### src/rtl/vga_pkg.sv
// Shared VGA definitions: screen-size defaults, command encodings and the
// rectangle engine state encoding.
package vga_pkg;

    localparam int unsigned X_SCREEN_DEF = 160;
    localparam int unsigned Y_SCREEN_DEF = 120;
    localparam int unsigned XW_DEF       = 8;
    localparam int unsigned YW_DEF       = 7;
    localparam int unsigned CW_DEF       = 3;

    localparam logic CMD_BOX  = 1'b0;
    localparam logic CMD_FILL = 1'b1;

    typedef enum logic [1:0] {
        ST_IDLE,
        ST_DRAW,
        ST_EMPTY,
        ST_DONE
    } plot_state_t;

endpackage

### src/rtl/rect_scanner.sv
// Row-major x/y scan counters over a latched rectangle, with last-pixel detect.
module rect_scanner #(
    parameter int unsigned XW = 8,
    parameter int unsigned YW = 7
) (
    input  logic          clk,
    input  logic          reset,
    input  logic          i_load,
    input  logic          i_advance,
    input  logic [XW-1:0] i_x0,
    input  logic [YW-1:0] i_y0,
    input  logic [XW-1:0] i_ex,
    input  logic [YW-1:0] i_ey,
    output logic [XW-1:0] o_x,
    output logic [YW-1:0] o_y,
    output logic          o_last
);

    logic [XW-1:0] x_q, x_d, x0_q, x0_d, ex_q, ex_d;
    logic [YW-1:0] y_q, y_d, ey_q, ey_d;

    // Load a new rectangle or step to the next pixel, wrapping x at the row end
    always_comb begin
        x_d  = x_q;
        y_d  = y_q;
        x0_d = x0_q;
        ex_d = ex_q;
        ey_d = ey_q;
        if (i_load) begin
            x_d  = i_x0;
            y_d  = i_y0;
            x0_d = i_x0;
            ex_d = i_ex;
            ey_d = i_ey;
        end else if (i_advance) begin
            if (x_q == ex_q) begin
                x_d = x0_q;
                y_d = y_q + 1'b1;
            end else begin
                x_d = x_q + 1'b1;
            end
        end
    end

    // Counter and bounds registers, cleared by the synchronous active-low reset
    always_ff @(posedge clk) begin
        if (!reset) begin
            x_q  <= '0;
            y_q  <= '0;
            x0_q <= '0;
            ex_q <= '0;
            ey_q <= '0;
        end else begin
            x_q  <= x_d;
            y_q  <= y_d;
            x0_q <= x0_d;
            ex_q <= ex_d;
            ey_q <= ey_d;
        end
    end

    assign o_x    = x_q;
    assign o_y    = y_q;
    assign o_last = (x_q == ex_q) && (y_q == ey_q);

endmodule

### src/rtl/box_plotter.sv
// VGA rectangle engine: accepts box / full-screen fill commands, clips them to
// the screen and scans the area one pixel per cycle into the pixel-write port.
module box_plotter
    import vga_pkg::*;
#(
    parameter int unsigned X_SCREEN = X_SCREEN_DEF,
    parameter int unsigned Y_SCREEN = Y_SCREEN_DEF,
    parameter int unsigned XW       = XW_DEF,
    parameter int unsigned YW       = YW_DEF,
    parameter int unsigned CW       = CW_DEF
) (
    input  logic          clk,
    input  logic          reset,
    input  logic          i_valid,
    output logic          o_ready,
    input  logic          i_cmd,
    input  logic [XW-1:0] i_x,
    input  logic [YW-1:0] i_y,
    input  logic [XW-1:0] i_w,
    input  logic [YW-1:0] i_h,
    input  logic [CW-1:0] i_colour,
    output logic [XW-1:0] o_x,
    output logic [YW-1:0] o_y,
    output logic [CW-1:0] o_colour,
    output logic          o_plot,
    output logic          o_done
);

    localparam logic [XW:0] X_LIM = (XW+1)'(X_SCREEN);
    localparam logic [YW:0] Y_LIM = (YW+1)'(Y_SCREEN);

    plot_state_t   state_q, state_d;
    logic          ready_q, ready_d;
    logic          plot_q, plot_d;
    logic          done_q, done_d;
    logic [CW-1:0] colour_q, colour_d;

    logic [XW:0]   xs, ws, x_end;
    logic [YW:0]   ys, hs, y_end;
    logic [XW-1:0] ex;
    logic [YW-1:0] ey;
    logic          empty;
    logic          load, advance, last;

    // Normalise the command to origin/size and clip its end point to the screen
    always_comb begin
        if (i_cmd == CMD_FILL) begin
            xs = '0;
            ys = '0;
            ws = X_LIM;
            hs = Y_LIM;
        end else begin
            xs = {1'b0, i_x};
            ys = {1'b0, i_y};
            ws = {1'b0, i_w};
            hs = {1'b0, i_h};
        end
        x_end = xs + ws;
        if (x_end > X_LIM) x_end = X_LIM;
        y_end = ys + hs;
        if (y_end > Y_LIM) y_end = Y_LIM;
        ex    = XW'(x_end - 1'b1);
        ey    = YW'(y_end - 1'b1);
        empty = (ws == '0) || (hs == '0) || (xs >= X_LIM) || (ys >= Y_LIM);
    end

    // Next-state logic; registered outputs are decoded from the next state
    always_comb begin
        state_d  = state_q;
        colour_d = colour_q;
        load     = 1'b0;
        advance  = 1'b0;
        unique case (state_q)
            ST_IDLE: begin
                if (i_valid) begin
                    if (empty) begin
                        state_d = ST_EMPTY;
                    end else begin
                        state_d  = ST_DRAW;
                        load     = 1'b1;
                        colour_d = i_colour;
                    end
                end
            end
            ST_DRAW: begin
                if (last) state_d = ST_DONE;
                else      advance = 1'b1;
            end
            ST_EMPTY: state_d = ST_DONE;
            ST_DONE:  state_d = ST_IDLE;
            default:  state_d = ST_IDLE;
        endcase
        ready_d = (state_d == ST_IDLE);
        plot_d  = (state_d == ST_DRAW);
        done_d  = (state_d == ST_DONE);
    end

    // State and output registers
    always_ff @(posedge clk) begin
        if (!reset) begin
            state_q  <= ST_IDLE;
            ready_q  <= 1'b1;
            plot_q   <= 1'b0;
            done_q   <= 1'b0;
            colour_q <= '0;
        end else begin
            state_q  <= state_d;
            ready_q  <= ready_d;
            plot_q   <= plot_d;
            done_q   <= done_d;
            colour_q <= colour_d;
        end
    end

    rect_scanner #(
        .XW (XW),
        .YW (YW)
    ) u_scanner (
        .clk       (clk),
        .reset     (reset),
        .i_load    (load),
        .i_advance (advance),
        .i_x0      (XW'(xs)),
        .i_y0      (YW'(ys)),
        .i_ex      (ex),
        .i_ey      (ey),
        .o_x       (o_x),
        .o_y       (o_y),
        .o_last    (last)
    );

    assign o_ready  = ready_q;
    assign o_plot   = plot_q;
    assign o_done   = done_q;
    assign o_colour = colour_q;

endmodule

### config.mk
export PLATFORM = sky130hd
export DESIGN_NAME = box_plotter
export DESIGN_NICKNAME = d
export VERILOG_FILES = /design/src/rtl/vga_pkg.sv /design/src/rtl/rect_scanner.sv /design/src/rtl/box_plotter.sv
export SDC_FILE = /design/constraint.sdc
export NUM_CORES = 1
export LEC_CHECK = 0
export ABC_AREA = 1
export BUFFER_PORTS_ARGS = -buffer_cell sky130_fd_sc_hd__buf_4
export CELL_PAD_IN_SITES_DETAIL_PLACEMENT = 2
export CELL_PAD_IN_SITES_GLOBAL_PLACEMENT = 2
export CORE_ASPECT_RATIO = 1.2
export CORE_MARGIN = 2
export CORE_UTILIZATION = 28
export DETAILED_ROUTE_END_ITERATION = 8
export GPL_TIMING_DRIVEN = 0
export PLACE_DENSITY_LB_ADDON = 0.1
export SYNTH_ARGS = -nofsm -noshare
export SYNTH_HDL_FRONTEND = slang
export SYNTH_SLANG_ARGS = --single-unit
### constraint.sdc
create_clock -name clk -period 3.4 [get_ports clk]
set_input_delay 0.51 -clock clk [delete_from_list [all_inputs] [get_ports clk]]
set_output_delay 0.51 -clock clk [all_outputs]
set_load 0.02 [all_outputs]
Word-level counts from Yosys, hierarchy flattened --
Cells that the tools add are included.
Storage, ports and cells: output and inout port bits 21, input port bits 37, register bits 46
Operators by class: add/sub/neg operators 6, bitwise gates (word level) 1, reductions and logical operators 12, $lt $le $gt $ge 4, eq/ne operators 7, muxes and demuxes 21
Operator list (number):
- $mux W8 | 6
- $mux W7 | 6
- $add A8 B8 Y9 | 1
- $gt A9 B8 Y1 const B | 1
- $logic_not A9 Y1 | 1
- $add A7 B7 Y8 | 1
- $add A8 B1 Y8 const B | 1
- $eq A8 B8 Y1 | 1
- $ge A8 B7 Y1 const B | 1
- $ge A8 B8 Y1 const B | 1
- $gt A8 B7 Y1 const B | 1
- $logic_not A8 Y1 | 1
- $pmux W2 S4 | 1
- $sub A8 B1 Y8 const B | 1
- $add A7 B1 Y7 const B | 1
- $eq A7 B7 Y1 | 1
- $sub A7 B1 Y7 const B | 1
- $eq A2 B2 Y1 const B | 3
- $mux W2 | 3
- $mux W1 | 5
- $eq A2 B1 Y1 const B | 2
- $logic_not A2 Y1 | 2
- $reduce_bool A2 Y1 | 2
- $logic_or A1 B1 Y1 | 3
- other kinds (4) | 4

Logic depth before layout (Yosys ltp) --
word-level depth 10, depth in mapped cells 23

Modules after synthesis --
Synthesis repeated with hierarchy kept, for this count alone.
Second synthesis, totals: cell total of the unflattened synthesis 601, area total of the unflattened synthesis 3812.4 sq um
Modules (own cells, without submodules):
- rect_scanner | instances 1, cells an instance 301, sequential area each 760.7 sq um, area an instance 2078.2 sq um
- box_plotter | instances 1, cells an instance 300, sequential area each 160.2 sq um, area an instance 1734.2 sq um

Least setup slack after synthesis --
Ideal clock, no wire load.
kind input-to-reg, start input port i_cmd, end register u_scanner.ex_q[4], data arrival time 3.341 ns, required time 3.283 ns, library setup time 0.117 ns, path slack -0.058 ns, cell stages on the path 20, path buffers 3, cells stage by stage buf_6 clkbuf_1 clkbuf_1 nor2_1 ha_1 fa_1 or2_2 nor2_1 nand3_1 nand2_1 nand2_2 nand2_4 nand2_4 inv_2 nand2_1 ha_1 nand3_2 nand2_1 nor2_1 nor2_1
On the way: cells in the longest elaborated chain, start to end 8, elaborated cells between the ends (all ways) 18
Ends and longest elaborated chain:
- from (decl) | line box_plotter.sv:16 | input logic i_cmd,
- parallel branches: the longest is 8 deep, another holds $add A8 B8 Y9
- to (signal assigned) | line rect_scanner.sv:51 | ex_q <= '0;
- to (signal assigned) | line rect_scanner.sv:57 | ex_q <= ex_d;
- to (decl) | line rect_scanner.sv:19 | logic [XW-1:0] x_q, x_d, x0_q, x0_d, ex_q, ex_d;
Parallel ways; which one is timed is not known. A chain may end at the register's enable or synchronous reset.

Final worst setup path --
start input port i_cmd, end register u_scanner.ey_q[4]
On the way: cells in the longest elaborated chain, start to end 8, elaborated cells between the ends (all ways) 18
Ends and longest elaborated chain:
- parallel branches: the longest is 8 deep, another holds $add A7 B7 Y8
- to (signal assigned) | line rect_scanner.sv:58 | ey_q <= ey_d;
- to (decl) | line rect_scanner.sv:20 | logic [YW-1:0] y_q, y_d, ey_q, ey_d;
Parallel ways; which one is timed is not known.

==> flow_summary.json <==
{
  "netlist_area_um2": 3657,
  "synth_seq_cells": 46,
  "leakage_nw": 2.193,
  "fin_nets": 680,
  "synth_top_area_cell": "dfxtp_1",
  "power_density_nw_per_um2": 627.2,
  "period_share_pct": 93.28,
  "ys_types": 46,
  "htreeDepth": 2,
  "ios": 58,
  "routedWlPerCell_um": 16.16,
  "start_util_pct": 28.74,
  "end_kind": "flip-flop",
  "firstDrtPassIters": 4,
  "via_count": 3779,
  "synth_nets": 618,
  "gp_congestion": 0.7829,
  "die_w_um": 108.3,
  "drv_cap": 0,
  "yosys_warnings": 0,
  "dpl_cell_area_um2": 4284,
  "crit_required_ps": 3630,
  "cts_root_buf": "clkbuf_16",
  "diodes": 0,
  "overflow": 0,
  "cts.sink_count": 46,
  "slowest_stage": "fa_2",
  "antenna_found_initial": 0,
  "areaGrowthSynthToFinish_pct": 22.13,
  "die_y_um": 129.2,
  "dr.first_iter.drc_count": 91,
  "slew_viol_final": 0,
  "ant_nets": 0,
  "drc_errors": 0,
  "synth_top_flop_cell": "dfxtp_1",
  "cp_num_buf_inv": 8,
  "synth_area_leaders": "dfxtp_1, nand2_1, inv_1",
  "hpwl_um": 10550,
  "vias_per_cell": 4.820,
  "period_minus_slack_ps": 3171,
  "synth_edf_count": 0,
  "synthArstFlopShare_pct": 0,
  "tightest_slew_ps": 690.6,
  "critPathArrivalTime_ps": 3400,
  "min_path_type": "flip-flop to flip-flop",
  "cts.clk_slew.worst_paths_ps": 70,
  "final_cell_area_um2": 4467,
  "syn_inst": 557,
  "grt_max_degree": 17,
  "relSlewSlack_pct": 53.96,
  "crit_fanout": 16,
  "grt_use_total_pct": 19.00,
  "status": "completed",
  "pre_cts_slack_ps": -712.1,
  "path_cells": "buf_6 -> buf_2 -> nor2_1 -> ha_2 -> inv_1 -> fa_2 -> xnor2_2 -> inv_1 -> nand2_1 -> inv_1 -> nor3_1 -> nand3_1 -> nand2_1 -> inv_1 -> nand2_1 -> ha_4 -> inv_1 -> o311ai_2 -> inv_1 -> a21oi_1",
  "crit_path_frequent_cell": "inv_1",
  "seq_area_frac_synth_pct": 25.18,
  "setup-violations-final": 0,
  "synth_top_area_share_pct": 25.18,
  "grt_pass1_vias": 4049,
  "grt_pass1_wl_um": 20700,
  "cts_buffers": 5,
  "core-area_um2": 12720,
  "max_stage_delay_ps": 360,
  "drive_gt1_share_pct": 19.84,
  "worstSetupPathType": "input pin to flip-flop",
  "die_area_um2": 14000,
  "clock_latency_ps": 300,
  "critPathTopFamily": "simple AND/OR/NAND/NOR gates",
  "skew_ps": 4.073,
  "vdd_drop_max_v": 0.0002517,
  "critPathLaunchType": "input pin",
  "rows": 45,
  "syn_area_per_cell_um2": 6.566,
  "finalHoldViolCount": 0,
  "final.setup.worst_slack_ps": 228.6,
  "clk_path_buf_depth": 2,
  "wl_um": 12670,
  "port_buffers": 56,
  "fill_cells": 1620,
  "max_freq_mhz": 315.3,
  "cts_tree": "built"
}
-- final timing paths --
check	startpoint	endpoint	slack, ps	depth (start not counted)
worst min-delay path	u_scanner.x0_q[7]	u_scanner.x0_q[7]	470	2
worst max-delay path	i_cmd	u_scanner.ey_q[4]	230	20
worst max register to register	u_scanner.o_x[3]	u_scanner.o_y[0]	1370	11
worst min register to register	u_scanner.x0_q[7]	u_scanner.x0_q[7]	470	2
-- metal layers --
metal / global-route usage (%) / routed length (µm)
met1: 24.27 / 5946
met2: 34.22 / 6256
met3: 2.264 / 347
met4: 4.072 / 117
met5: 0 / 0
-- power by group --
part	switching (mW)	total [mW]	leakage, nW	internal [mW]
clock	0.228	0.520	0.0729	0.292
sequential	0.136	0.819	0.377	0.683
combinational	0.938	1.46	1.74	0.524
-- placed cells by master (no fill, tap or decap), types with 2 or more instances in the layout --
cell | synthesis | layout
nand2_4 | 3 | 3
nor2_4 | 2 | 2
nand3_1 | 29 | 29
clkbuf_16 | 0 | 5
or2_2 | 8 | 8
nor4_1 | 3 | 3
nand2_1 | 122 | 121
nor3_1 | 11 | 11
a21oi_1 | 35 | 35
o211ai_1 | 7 | 7
inv_2 | 8 | 8
a31oi_1 | 12 | 12
buf_2 | 4 | 5
inv_4 | 2 | 2
nand2_2 | 7 | 8
clkbuf_1 | 8 | 6
buf_4 | 1 | 57
xor2_1 | 12 | 12
a21oi_2 | 2 | 2
dfxtp_1 | 46 | 46
o21ai_1 | 4 | 4
nand4_1 | 7 | 7
nor2_1 | 64 | 64
or2_1 | 2 | 2
xnor2_1 | 9 | 8
ha_1 | 22 | 20
nand3_2 | 4 | 4
inv_1 | 77 | 77
o21ai_0 | 26 | 26
o21bai_1 | 2 | 2
-- sequential cells by signal, indices dropped and copies added, names as in the netlist --
signal,flops
state_q,2
u_scanner.x0_q,8
o_ready,1
o_colour,3
o_plot,1
u_scanner.o_y,7
u_scanner.o_x,8
u_scanner.ex_q,8
o_done,1
u_scanner.ey_q,7
-- layout make-up --
cell class	count	area, µm²	area share [%]
multi-input cells	410	2371	53.08
flip-flops and latches	46	920.9	20.62
repair buffers	56	420.4	9.412
inverters	87	331.6	7.423
well taps	164	205.2	4.594
clock buffers	6	138.9	3.109
plain buffers	13	66.31	1.485
clock inverters	2	12.51	0.2801
-- synthesized netlist by cell type (8+ instances only) --
library cell and n:
xor2_1 12, nand3_1 29, a21oi_1 35, clkbuf_1 8, inv_1 77, nor2_1 64, a31oi_1 12, o21ai_0 26
nor3_1 11, xnor2_1 9, nand2_1 122, inv_2 8, ha_1 22, or2_2 8, dfxtp_1 46
-- repair_timing --
item,4_1_cts,5_1_grt
endpoints found under the setup margin,8,4
pin swaps,0,1
endpoints found under the hold margin,0,0
resized for setup,3,6
setup buffers,0,0
hold buffers,0,0
-- stage by stage --
step	setup TNS [ps]	instances	util, %	power (mW)	hold slack [ps]
2_1_floorplan	0	557	-	1.796	444.3
3_3_place_gp	-4019	777	33.67	2.243	451.8
3_5_place_dp	-4990	777	33.67	2.304	461.4
4_1_cts	0	784	34.91	2.837	472.7
5_1_grt	-31.11	784	35.10	3.063	486.3
6_report	0	784	35.10	2.802	471.3
-- kinds of logic after synthesis --
family,after synthesis,synth area share [%]
compound gates,96,16.01
flops,46,25.18
simple gates,268,33.77
buf+inv,101,10.95
xor+xnor,22,5.474
fa+ha+maj,24,8.621
-- tightest hold or removal path, cell delays in order (launching register included) --
cell     delay [ps]
dfxtp_1         310
nand2_1          60
a21oi_1          50
Note: power is estimated with default switching activity, not from simulation.
